[src/rtl/hazard_ctrl.sv]
// Pipeline hazard controller: load-use stalls, taken-branch flushes and data-memory wait freezes.
// A memory wait that outlasts MEM_TIMEOUT cycles locks the pipeline in ERR until reset.
module hazard_ctrl #(
    parameter int unsigned LU_STALL    = 1,
    parameter int unsigned MEM_TIMEOUT = 255
) (
    input  logic        clk,
    input  logic        rst_n,
    input  logic [4:0]  IF_ID_Rs1,
    input  logic [4:0]  IF_ID_Rs2,
    input  logic [4:0]  ID_EX_Rd,
    input  logic        ID_EX_MemRead,
    input  logic        branch_taken,
    input  logic        mem_req,
    input  logic        mem_ready,
    output logic        PC_Write,
    output logic        IF_ID_Write,
    output logic        IF_ID_Flush,
    output logic        ID_EX_Bubble,
    output logic        Pipe_Freeze,
    output logic        mem_err,
    output logic [15:0] stall_cycles
);

    typedef enum logic [1:0] {StRun, StLstall, StMwait, StErr} state_e;

    state_e      state_q, state_d;
    logic [3:0]  lu_cnt_q, lu_cnt_d;
    logic [7:0]  wait_cnt_q, wait_cnt_d;
    logic        ret_q, ret_d;
    logic        mem_err_q, mem_err_d;
    logic [15:0] stall_q, stall_d;

    logic hazard;
    logic mwait;
    logic lstall_eff;

    assign hazard = ID_EX_MemRead && (ID_EX_Rd != 5'd0) &&
                    ((ID_EX_Rd == IF_ID_Rs1) || (ID_EX_Rd == IF_ID_Rs2));
    assign mwait  = mem_req && !mem_ready;
    // Leaving MWAIT resumes whatever the stage was doing when the wait began.
    assign lstall_eff = (state_q == StLstall) || ((state_q == StMwait) && ret_q);

    always_ff @(posedge clk or negedge rst_n) begin
        if (!rst_n) begin
            state_q    <= StRun;
            lu_cnt_q   <= 4'd0;
            wait_cnt_q <= 8'd0;
            ret_q      <= 1'b0;
            mem_err_q  <= 1'b0;
            stall_q    <= 16'd0;
        end else begin
            state_q    <= state_d;
            lu_cnt_q   <= lu_cnt_d;
            wait_cnt_q <= wait_cnt_d;
            ret_q      <= ret_d;
            mem_err_q  <= mem_err_d;
            stall_q    <= stall_d;
        end
    end

    always_comb begin
        state_d    = state_q;
        lu_cnt_d   = lu_cnt_q;
        wait_cnt_d = 8'd0;
        ret_d      = 1'b0;
        mem_err_d  = mem_err_q;
        if (state_q == StErr) begin
            wait_cnt_d = wait_cnt_q;
            ret_d      = ret_q;
        end else if (mwait) begin
            wait_cnt_d = wait_cnt_q + 8'd1;
            ret_d      = (state_q == StMwait) ? ret_q : (state_q == StLstall);
            if (wait_cnt_q == 8'(MEM_TIMEOUT - 1)) begin
                state_d   = StErr;
                mem_err_d = 1'b1;
            end else begin
                state_d = StMwait;
            end
        end else if (branch_taken) begin
            state_d  = StRun;
            lu_cnt_d = 4'd0;
        end else if (lstall_eff) begin
            lu_cnt_d = (lu_cnt_q == 4'd0) ? 4'd0 : lu_cnt_q - 4'd1;
            state_d  = (lu_cnt_q <= 4'd1) ? StRun : StLstall;
        end else if (hazard && (LU_STALL > 1)) begin
            state_d  = StLstall;
            lu_cnt_d = 4'(LU_STALL - 1);
        end else begin
            state_d = StRun;
        end
    end

    always_comb begin
        PC_Write     = 1'b1;
        IF_ID_Write  = 1'b1;
        IF_ID_Flush  = 1'b0;
        ID_EX_Bubble = 1'b0;
        Pipe_Freeze  = 1'b0;
        if (!rst_n || (state_q == StErr) || mwait) begin
            PC_Write    = 1'b0;
            IF_ID_Write = 1'b0;
            Pipe_Freeze = 1'b1;
        end else if (branch_taken) begin
            IF_ID_Flush  = 1'b1;
            ID_EX_Bubble = 1'b1;
        end else if (lstall_eff || hazard) begin
            PC_Write     = 1'b0;
            IF_ID_Write  = 1'b0;
            ID_EX_Bubble = 1'b1;
        end
    end

    assign stall_d      = (!PC_Write && (stall_q != 16'hFFFF)) ? stall_q + 16'd1 : stall_q;
    assign mem_err      = mem_err_q;
    assign stall_cycles = stall_q;

endmodule

[config.mk]
export PLATFORM = sky130hd
export DESIGN_NAME = hazard_ctrl
export DESIGN_NICKNAME = d
export VERILOG_FILES = /design/src/rtl/hazard_ctrl.sv
export SDC_FILE = /design/constraint.sdc
export NUM_CORES = 1
export LEC_CHECK = 0
export BUFFER_PORTS_ARGS = -buffer_cell sky130_fd_sc_hd__buf_2
export CELL_PAD_IN_SITES_DETAIL_PLACEMENT = 0
export CELL_PAD_IN_SITES_GLOBAL_PLACEMENT = 1
export CORE_MARGIN = 2
export CORE_UTILIZATION = 42
export DETAILED_ROUTE_END_ITERATION = 10
export MAX_ROUTING_LAYER = met4
export PLACE_DENSITY_LB_ADDON = 0.25
export SETUP_SLACK_MARGIN = 0.15
export SLEW_MARGIN = 5
export SYNTH_ARGS = -nofsm -noshare
export SYNTH_HDL_FRONTEND = slang
export SYNTH_SLANG_ARGS = --single-unit
[constraint.sdc]
create_clock -name clk -period 2.8 [get_ports clk]
set_input_delay 0.28 -clock clk [delete_from_list [all_inputs] [get_ports clk]]
set_output_delay 0.28 -clock clk [all_outputs]
set_load 0.05 [all_outputs]
Yosys cells after proc, flatten, opt, wreduce, memory -nomap -nowiden --
Index checks and enable logic that the tools add are counted.
Word-level totals: bits of input ports 21, flip-flop bits (word level) 32, output and inout port bits 22
Operators by class: $lt $le $gt $ge 1, bitwise operators 2, add/subtract/negate cells 3, multiplexer cells 20, eq/ne operators 8, reduce and logical (&&, ||, !) cells 19
Operator list (number):
- $add 16x1->16 const B | 1
- $ne 16x16->1 const B | 1
- $mux 1 | 15
- $mux 4 | 3
- $eq 5x5->1 | 2
- $add 8x1->8 const B | 1
- $eq 8x8->1 const B | 1
- $mux 8 | 1
- $reduce_and 3->1 | 2
- $logic_and 1x1->1 | 5
- $logic_or 1x1->1 | 5
- $reduce_bool 5->1 | 1
- $eq 2x2->1 const B | 2
- $le 4x1->1 const B | 1
- $logic_not 4->1 | 1
- $sub 4x1->4 const B | 1
- $logic_not 1->1 | 3
- $eq 2x1->1 const B | 1
- $mux 2 | 1
- $ne 2x2->1 const B | 1
- $not 1->1 | 2
- $reduce_and 2->1 | 1
- $reduce_bool 2->1 | 1

Depth between registers and ports, before layout --
Gate-level depths: netlist (run 1).
depth in word-level cells 9, mapped depth 8

Worst setup path after synthesis (run 1) --
OpenSTA, ideal clock, no wires.
path kind input -> output, start input mem_req, end output ID_EX_Bubble, stages 5, path buffers 1, arrival time 2.163 ns, setup slack 0.357 ns, cells stage by stage nor2b_1 > clkbuf_1 > a21oi_2 > nand2_1 > a31oi_1
Between the ends: cells in the longest elaborated chain, start to end 3
Ends and longest elaborated chain:
- from (decl) | line 14 | input logic mem_req,
- $logic_and 1x1->1 | line 40 | assign mwait = mem_req && !mem_ready;
- $logic_or 1x1->1 | line 100 | if (!rst_n || (state_q == StErr) || mwait) begin
- $mux 1 | line 100
- to (decl) | line 19 | output logic ID_EX_Bubble,
No other way between the ends.

Final worst setup path (run 1) --
start register state_q[0], end output PC_Write
Between the ends: cells in the longest elaborated chain, start to end 7
Ends and longest elaborated chain:
- from (decl) | line 27 | state_e state_q, state_d;
- from (signal assigned) | line 46 | state_q <= StRun;
- from (signal assigned) | line 53 | state_q <= state_d;
- $eq 2x2->1 | line 42 | assign lstall_eff = (state_q == StLstall) || ((state_q == StMwait) && ret_q);
- $logic_and 1x1->1 | line 42
- $logic_or 1x1->1 | line 42
- $logic_or 1x1->1 | line 107 | end else if (lstall_eff || hazard) begin
- $mux 1 | line 107
- $mux 1 | line 104 | end else if (branch_taken) begin
- $mux 1 (*) | line 100
- to (decl) | line 16 | output logic PC_Write,
Mark *: on every way between the ends. The rest lies on a longest branch, timed or not.

==> results_dict.tcl, run 1 <==
set metrics [dict create \
    drive_gt1_share_pct 27.4 \
    fin_crit_sh_pct 82.4 \
    worstPathRequired_ps 2520 \
    power_frac_seq_pct 39.4 \
    rows 23 \
    r2r-start "state_q[0]" \
    grt_setup_unrepaired "no" \
    p_switching_uw 722 \
    setup_slack_ps 492 \
    finalWirelength_um 3700 \
    port_buffers 42 \
    crit_family "compound AO/OA/AOI/OAI gates" \
    setup_viol 0 \
    status "complete, no violations" \
    dieArea_um2 4600 \
    ir_drop_v 0.000652 \
    tns_ps 0 \
    synthesis.nets 202 \
    switching_share_pct 43.9 \
    grtUsageTotal_pct 18.0 \
    seq_area_frac_synth_pct 46.7 \
    cts-root-buf "clkbuf_8" \
    initialDrtViolationCount 70 \
    via_count 1467 \
    placed_cell_area_um2 1980 \
    top_level_ports 43 \
    fp.coreArea_um2 3970 \
    p_int_uw 921 \
    fmax_ghz 0.433 \
    first_global_vias 1389 \
    max-slew-margin-rel_pct 56.2 \
    grt_pass1_wl_um 6070 \
    syn_inst 178 \
    critPathArrivalTime_ps 2030 \
    numCtsBuffers 5 \
    firstDrtPassIters 4 \
    critical_path_class "reg2out" \
    place_ws_ps 407 \
    cts_sinks 32 \
    start_util_pct 43.1 \
    path_max_fanout 12 \
    diodes 0 \
    worst_pin_slew_ps 655 \
    instances_no_fill 280 \
    finalClockSkew_ps 5.90 \
    cp_slowest_stage_delay_ps 460 \
    synth_seq_cells 32 \
    leakagePower_uw 0.000931 \
    fin_crit_ps 2310 \
    holdWs_ps 45.9 \
    hp-class "in2async" \
    pwr_density_cell_nw_per_um2 779 \
    via_per_inst 5.24 \
    avgRoutedWirePerCell_um 13.2 \
    cp_num_buf_inv 2 \
    cp_cell_sequence "a21oi_2 -> nand2_1 -> a211oi_4 -> buf_12 -> buf_2" \
    startpoint_type "flop" \
    fin_nets 253 \
    route.detailed.drc 0 \
    die_height_um 67.9 \
    insertion_delay_ps 280 \
    design_area_um2 2110 \
    end_kind "output pin" \
    dp_hpwl_um 2720 \
    place_congestion 0.815 \
    fp.dieW_um 67.9 \
    avgSynthCellArea_um2 9.62 \
    synth_area_um2 1710 \
    grt_start_max_net_pins 34 \
    area_delta_synth_final_pct 23.2 \
    crit_slowest_cell "dfrtp_1" \
    grt-ovfl-total 0 \
    ys_types 38 \
    clk_pin_slew_ps 70 \
    comb_power_share_pct 38.4 \
    dp_cells 269 \
    cts_max_level 2 \
    grt_antenna_before_repair 0 \
    cts_buffer_depth 2 \
    finalHoldViolations 0 \
    cap_violations 0 \
    cts_tree "yes" \
    ys.warnings.count 0 \
    clkPwrFrac_pct 22.2 \
    cp-startpoint "state_q[0]" \
    drtAntennaViolNets 0 \
    slew_viol_final 0 \
]
repair_timing:
action	4_1_cts	5_1_grt
buffers inserted	0	3
endpoints found under the hold margin	0	0
hold buffers	0	0
setup endpoints to repair	0	2
resized for setup	0	0
through the flow:
| step | power [uW] | utilization (%) |
|---|---|---|
| 6_report | 1640 | 53.1 |
| 5_1_grt | 1740 | 53.1 |
| 4_1_cts | 1650 | 52.2 |
| 3_5_place_dp | 1280 | 49.9 |
| 3_3_place_gp | 1270 | 49.9 |
| 2_1_floorplan | 1110 | - |
registers in the layout, summed over array words and instances (netlist names):
name,count
lu_cnt_q,4
state_q,2
stall_cycles,16
wait_cnt_q,8
ret_q,1
mem_err,1
cell usage after synthesis, drive strengths merged:
| library cell | count | area [um2] |
|---|---|---|
| nand4 | 6 | 37.5 |
| inv | 5 | 18.8 |
| o21ai | 12 | 60.1 |
| or3 | 4 | 25.0 |
| or2 | 2 | 12.5 |
| nor3 | 8 | 40.0 |
| or4 | 1 | 7.51 |
| o211ai | 1 | 7.51 |
| nand3 | 9 | 45.0 |
| nand3b | 1 | 7.51 |
| nor2 | 13 | 51.3 |
| a211oi | 1 | 20.0 |
| a31oi | 2 | 12.5 |
| nor4b | 2 | 17.5 |
| xor2 | 16 | 140 |
| nand2b | 3 | 18.8 |
| nor4 | 4 | 25.0 |
| o22ai | 2 | 12.5 |
| a21oi | 6 | 33.8 |
| xnor2 | 10 | 87.6 |
| and3 | 1 | 6.26 |
| o21a | 1 | 7.51 |
| buf | 2 | 18.8 |
| dfrtp | 32 | 801 |
| nand2 | 20 | 75.1 |
| mux2 | 2 | 26.3 |
| a22oi | 1 | 7.51 |
| a31o | 1 | 8.76 |
| nor3b | 2 | 15.0 |
| nor2b | 1 | 6.26 |
| clkbuf | 2 | 7.51 |
| o31ai | 2 | 15.0 |
| ha | 3 | 37.5 |
layer usage:
metal	global-route usage [%]	wire (um)
met1	22.4	1680
met2	28.4	1800
met3	3.62	169
met4	8.25	51
met5	-	0
layout make-up:
cell class                      count  area (um2)
Sequential cell                    32         801
Clock buffer                        6        82.6
Inverter                            5        18.8
Fill cell                         389        1860
Timing Repair Buffer               48         268
Multi-Input combinational cell    137         867
Clock inverter                      2        10.0
Tap cell                           50        62.6
kinds of logic (layout without fill, tap and decap cells):
group,after synthesis,after routing,synth area share [%]
buf+inv,9,61,2.63
mux,2,2,1.53
xor+xnor,26,26,13.3
compound gates,29,29,10.8
fa+ha+maj,3,3,2.19
simple gates,77,77,22.8
flops,32,32,46.7
path summary, 6_finish.rpt:
check	to	slack, ps	cells after the start
min in group clk	lu_cnt_q[1]	300	2
max in group asynchronous	wait_cnt_q[2]	2450	2
max reg2reg	stall_cycles[1]	730	7
min reg2reg	mem_err	460	1
max	PC_Write	490	5
min	stall_cycles[13]	50	2
placed cells by master (no fill, tap or decap), drive strengths merged, types with 3 or more instances in the layout:
cell type / synthesis / final
xnor2: 10 / 10
nand4: 6 / 6
nor2: 13 / 13
buf: 2 / 48
o21ai: 12 / 12
inv: 5 / 5
nand2: 20 / 20
nor3: 8 / 8
ha: 3 / 3
or3: 4 / 4
nand2b: 3 / 3
nor4: 4 / 4
clkbuf: 2 / 6
a21oi: 6 / 6
xor2: 16 / 16
dfrtp: 32 / 32
nand3: 9 / 9
power groups by stage:
stage	combinational [uW]	clock (uW)	sequential [uW]
after floorplan	186	0	927
after global placement	620	0	648
after detailed placement	625	0	655
after CTS	629	374	647
after global routing	675	398	664
final	631	364	647
No activity file was read; power rests on OpenSTA's default activity.
==> run 2, diff against run 1 <==
- CORE_UTILIZATION: 42 -> 39
- clock period: 2.8 -> 2.3 ns (I/O delays scaled with it)
==> run 2 against run 1 <==
  * Clock power increased by 45%
  * Final cell count did not move
  * Flip-flop and latch count is the same
  * Clock skew rose by 2.9 ps
  * Non-clock buffer count fell by 2
==> results_dict.tcl, run 2 (same netlist as run 1, synthesis figures left out) <==
set metrics [dict create \
    tns_ps 0 \
    grt_setup_unrepaired "no" \
    cts_max_level 2 \
    top_level_ports 43 \
    rows 24 \
    status "complete, no violations" \
    critPathArrivalTime_ps 1830 \
    crit_slowest_cell "or4_1" \
    worstPathRequired_ps 2070 \
    fill_cells 404 \
    power_uw 2080 \
    cp_cell_sequence "buf_2 -> or4_1 -> o21ai_1 -> nor2_1 -> a211oi_4 -> buf_12 -> buf_2" \
    cts-root-buf "clkbuf_8" \
    die_height_um 70.3 \
    dieArea_um2 4940 \
    start_util_pct 39.9 \
    cts_buffer_depth 2 \
    via_count 1457 \
    fin_nets 251 \
    p_switching_uw 879 \
    initialDrtViolationCount 68 \
    grt_start_max_net_pins 33 \
    grtUsageTotal_pct 16.9 \
    cts_sinks 32 \
    clkPwrFrac_pct 25.3 \
    fmax_ghz 0.485 \
    drive_gt1_share_pct 27.2 \
    crit_family "simple AND/OR/NAND/NOR gates" \
    crit_top_cell "buf_2" \
    finalClockSkew_ps 8.77 \
    p_int_uw 1200 \
    via_per_inst 5.20 \
    first_global_vias 1494 \
    finalWirelength_um 3630 \
    fp.coreArea_um2 4290 \
    pwr_density_cell_nw_per_um2 975 \
    path_max_fanout 17 \
    finalHoldViolations 0 \
    place_congestion 0.786 \
    route.detailed.drc 0 \
    dp_hpwl_um 2790 \
    largest_reg_flops 16 \
    diodes 0 \
    cp_slowest_stage_delay_ps 520 \
    cap_violations 0 \
    final_core_util_pct 49.7 \
    area_delta_synth_final_pct 24.5 \
    dp_cells 272 \
    slew_viol_final 0 \
    fin_crit_ps 2060 \
    cts_tree "yes" \
    final_cell_mix "42 x buf_2, 32 x dfrtp_1, 19 x nand2_1" \
    end_kind "output pin" \
    setup_viol 0 \
    final_common_cell "buf_2" \
    grt-ovfl-total 0 \
    comb_power_share_pct 37.0 \
    leakagePower_uw 0.000929 \
    fin_crit_sh_pct 89.6 \
    fp.dieW_um 70.3 \
    cts_resized 0 \
    worst_pin_slew_ps 540 \
    startpoint_type "input pin" \
    postCtsSetupBuffers 0 \
    grt_antenna_before_repair 0 \
    cp_num_buf_inv 3 \
    power_frac_seq_pct 37.7 \
    insertion_delay_ps 280 \
    hp-class "in2async" \
    ir_drop_v 0.000560 \
    firstDrtPassIters 4 \
    cts_hold_buf 0 \
    switching_share_pct 42.2 \
    critical_path_class "in2out" \
    max-slew-margin-rel_pct 63.9 \
    port_buffers 42 \
    grt_pass1_wl_um 6560 \
    avgRoutedWirePerCell_um 13.0 \
    numCtsBuffers 5 \
    instances_no_fill 280 \
    drtAntennaViolNets 0 \
    clk_pin_slew_ps 70 \
]
run 2: changes by cell type in the layout (fill, tap and decap cells not counted):
cell	change
a31oi_1	-1
nand2_1	-1
a21oi_4	+1
a21oi_2	-1
clkbuf_1	+1
nand2_4	+1
clkbuf_8	-1
buf_4	-2
a31oi_2	+1
clkinv_2	-1
bufinv_16	+1
run 2: per-stage QoR:
stage	hold WS [ps]	instance area (um2)	worst slack, ps
detailed placement	388	2020	239
global placement	369	2020	254
floorplan	-65.6	1730	204
CTS	76.8	2130	199
global route	91.0	2130	164
finish	60.9	2130	240
run 2: power by group through the flow:
stage | clock network [uW] | logic [uW] | registers, uW
6_report | 527 | 769 | 785
5_1_grt | 581 | 811 | 803
4_1_cts | 546 | 778 | 784
3_5_place_dp | 0 | 776 | 795
3_3_place_gp | 0 | 761 | 788
2_1_floorplan | 0 | 229 | 1130
run 2: worst paths after layout:
path	slack, ps	startpoint	endpoint	cells after the start
max in group asynchronous	1940	rst_n	state_q[0]	2
worst min-delay path	60	rst_n	stall_cycles[4]	2
worst min register to register	460	mem_err	mem_err	1
worst max register to register	470	stall_cycles[0]	stall_cycles[11]	6
min in group clk	260	branch_taken	lu_cnt_q[1]	2
worst max-delay path	240	ID_EX_Rd[1]	PC_Write	7
run 2: per-layer routing:
layer	up-vias	share of wire, %	GRT usage [%]	wire length (um)
met1	696	47	21.0	1690
met2	37	48	26.9	1740
li1	718	-	-	-
met4	0	1.1	6.20	40
met3	6	4.3	4.04	157
met5	-	0	-	0
run 2: area by class of cell:
cell class / instances / area, um2 / area share [%]
inverter: 5 / 18.8 / 0.880
tap: 52 / 65.1 / 3.05
clock inverter: 2 / 35.0 / 1.64
timing repair buffer: 46 / 253 / 11.8
clock buffer: 6 / 72.6 / 3.40
sequential: 32 / 801 / 37.5
multi-input combinational: 137 / 888 / 41.6
run 2: worst register-to-register path, stage by stage, from the launching register on:
cell	delay, ps
dfrtp_1	410
ha_1	220
nand2_1	140
nor4_1	70
or3_1	410
nor4b_1	330
xor2_1	180
==> run 3, diff against run 2 <==
- PLACE_DENSITY_LB_ADDON: 0.25 -> 0.1
==> run 3 against run 2 <==
  * Final cell count is 1.8% higher
  * Via count is 2.5% higher
  * Combinational power hardly changed
  * Total power is 3.6% lower
  * Routed wire length is 4.8% higher
  * Count of clock-buffer cells in the layout is 2 higher
  * Register-to-register slack worse by 60 ps
  * Design area stayed put
  * Hold slack worse by 28 ps
==> results_dict.tcl, run 3 (same netlist as run 1, synthesis figures left out) <==
set metrics [dict create \
    route.detailed.drc 0 \
    p_int_uw 1130 \
    dieArea_um2 4940 \
    largest_reg_flops 16 \
    fp.coreArea_um2 4290 \
    leakagePower_uw 0.000939 \
    via_per_inst 5.24 \
    port_buffers 42 \
    grt_antenna_before_repair 0 \
    rows 24 \
    pwr_density_cell_nw_per_um2 940 \
    fill_cells 428 \
    fin_crit_ps 1970 \
    finalHoldViolations 0 \
    crit_family "simple AND/OR/NAND/NOR gates" \
    tns_ps 0 \
    cp_slowest_stage_delay_ps 510 \
    finalClockSkew_ps 2.33 \
    fin_crit_sh_pct 85.8 \
    critical_path_class "in2out" \
    cts_buffer_depth 2 \
    grt_start_max_net_pins 34 \
    cts_tree "yes" \
    cts_hold_buf 0 \
    cp_cell_sequence "buf_2 -> or4_1 -> o21ai_1 -> nor2_1 -> a211oi_4 -> buf_2" \
    top_level_ports 43 \
    grtUsageTotal_pct 17.7 \
    cts_sinks 32 \
    cts_max_level 2 \
    fmax_ghz 0.507 \
    diodes 0 \
    finalWirelength_um 3800 \
    first_global_vias 1520 \
    power_frac_seq_pct 39.3 \
    cts-root-buf "clkbuf_8" \
    status "complete, no violations" \
    dp_hpwl_um 2880 \
    initialDrtViolationCount 65 \
    grt_pass1_wl_um 6800 \
    placed_cell_area_um2 2030 \
    firstDrtPassIters 4 \
    area_delta_synth_final_pct 24.5 \
    crit_top_cell "buf_2" \
    grt_setup_unrepaired "no" \
    p_switching_uw 877 \
    fin_nets 256 \
    cts_resized 0 \
    critPathArrivalTime_ps 1740 \
    end_kind "output pin" \
    avgRoutedWirePerCell_um 13.3 \
    fp.dieW_um 70.3 \
    ir_drop_v 0.000506 \
    final_common_cell "buf_2" \
    setup_viol 0 \
    die_height_um 70.3 \
    cap_violations 0 \
    slew_viol_final 0 \
    max-slew-margin-rel_pct 62.4 \
    worstPathRequired_ps 2070 \
    drtAntennaViolNets 0 \
    comb_power_share_pct 38.5 \
    start_util_pct 39.9 \
    multi_input_area_um2 881 \
    drive_gt1_share_pct 28.3 \
    via_count 1494 \
    grt-ovfl-total 0 \
    regArea_um2 801 \
    place_congestion 0.823 \
    final_cell_mix "42 x buf_2, 32 x dfrtp_1, 19 x nand2_1" \
    switching_share_pct 43.8 \
    startpoint_type "input pin" \
    hp-class "in2async" \
    insertion_delay_ps 280 \
    design_area_um2 2130 \
    crit_slowest_cell "or4_1" \
    clk_pin_slew_ps 70 \
    numCtsBuffers 5 \
    path_max_fanout 4 \
    worst_pin_slew_ps 558 \
    power_uw 2000 \
    cp_num_buf_inv 2 \
    clkPwrFrac_pct 22.3 \
]
-- run 3: cell types whose count changed in the layout (fill, tap and decap cells not counted), sizes merged --
cell    change
clkinv      -1
clkbuf      +2
bufinv      -1
buf         +5
-- run 3: final timing paths --
check                                start          endpoint  slack, ps  cells after the start
max                            ID_EX_Rd[1]       IF_ID_Write        330                      6
min                                  rst_n     wait_cnt_q[7]         30                      2
max reg2reg                stall_cycles[0]  stall_cycles[11]        410                      6
min reg2reg                        mem_err           mem_err        460                      1
max in group asynchronous            rst_n   stall_cycles[6]       1970                      2
min in group clk              branch_taken       lu_cnt_q[1]        260                      2
-- run 3: routing by layer --
layer / vias up / wire [um] / GRT usage, %
met1: 716 / 1670 / 22.3
met5: - / 0 / -
met4: 0 / 31 / 5.77
met3: 5 / 198 / 4.33
met2: 43 / 1900 / 28.2
li1: 730 / - / -
-- run 3: layout make-up --
type | count | area share, %
Clock buffer | 8 | 4.22
Inverter | 5 | 0.880
Multi-Input combinational cell | 137 | 41.3
Sequential cell | 32 | 37.5
Tap cell | 52 | 3.05
Timing Repair Buffer | 51 | 13.0
-- run 3: per-stage QoR --
step | hold slack [ps] | worst slack, ps | std cells | util [%]
finish | 32.9 | 326 | 285 | 49.7
global route | 77.8 | 230 | 285 | 49.7
CTS | 57.1 | 305 | 285 | 49.7
detailed placement | 362 | 103 | 275 | 47.2
global placement | 347 | 131 | 275 | 47.2
floorplan | -65.6 | 204 | 178 | -
-- run 3: repair_timing --
action | in CTS | in global routing
hold endpoints to repair | 0 | 0
buffers inserted | 2 | 0
endpoints found under the setup margin | 2 | 0
-- run 3: power by group through the flow --
| stage | logic (uW) | clock network (uW) | registers [uW] |
|---|---|---|---|
| 3_3_place_gp | 763 | 0 | 791 |
| 5_1_grt | 825 | 494 | 808 |
| 2_1_floorplan | 229 | 0 | 1130 |
| 3_5_place_dp | 774 | 0 | 799 |
| 6_report | 771 | 446 | 787 |
| 4_1_cts | 781 | 459 | 788 |
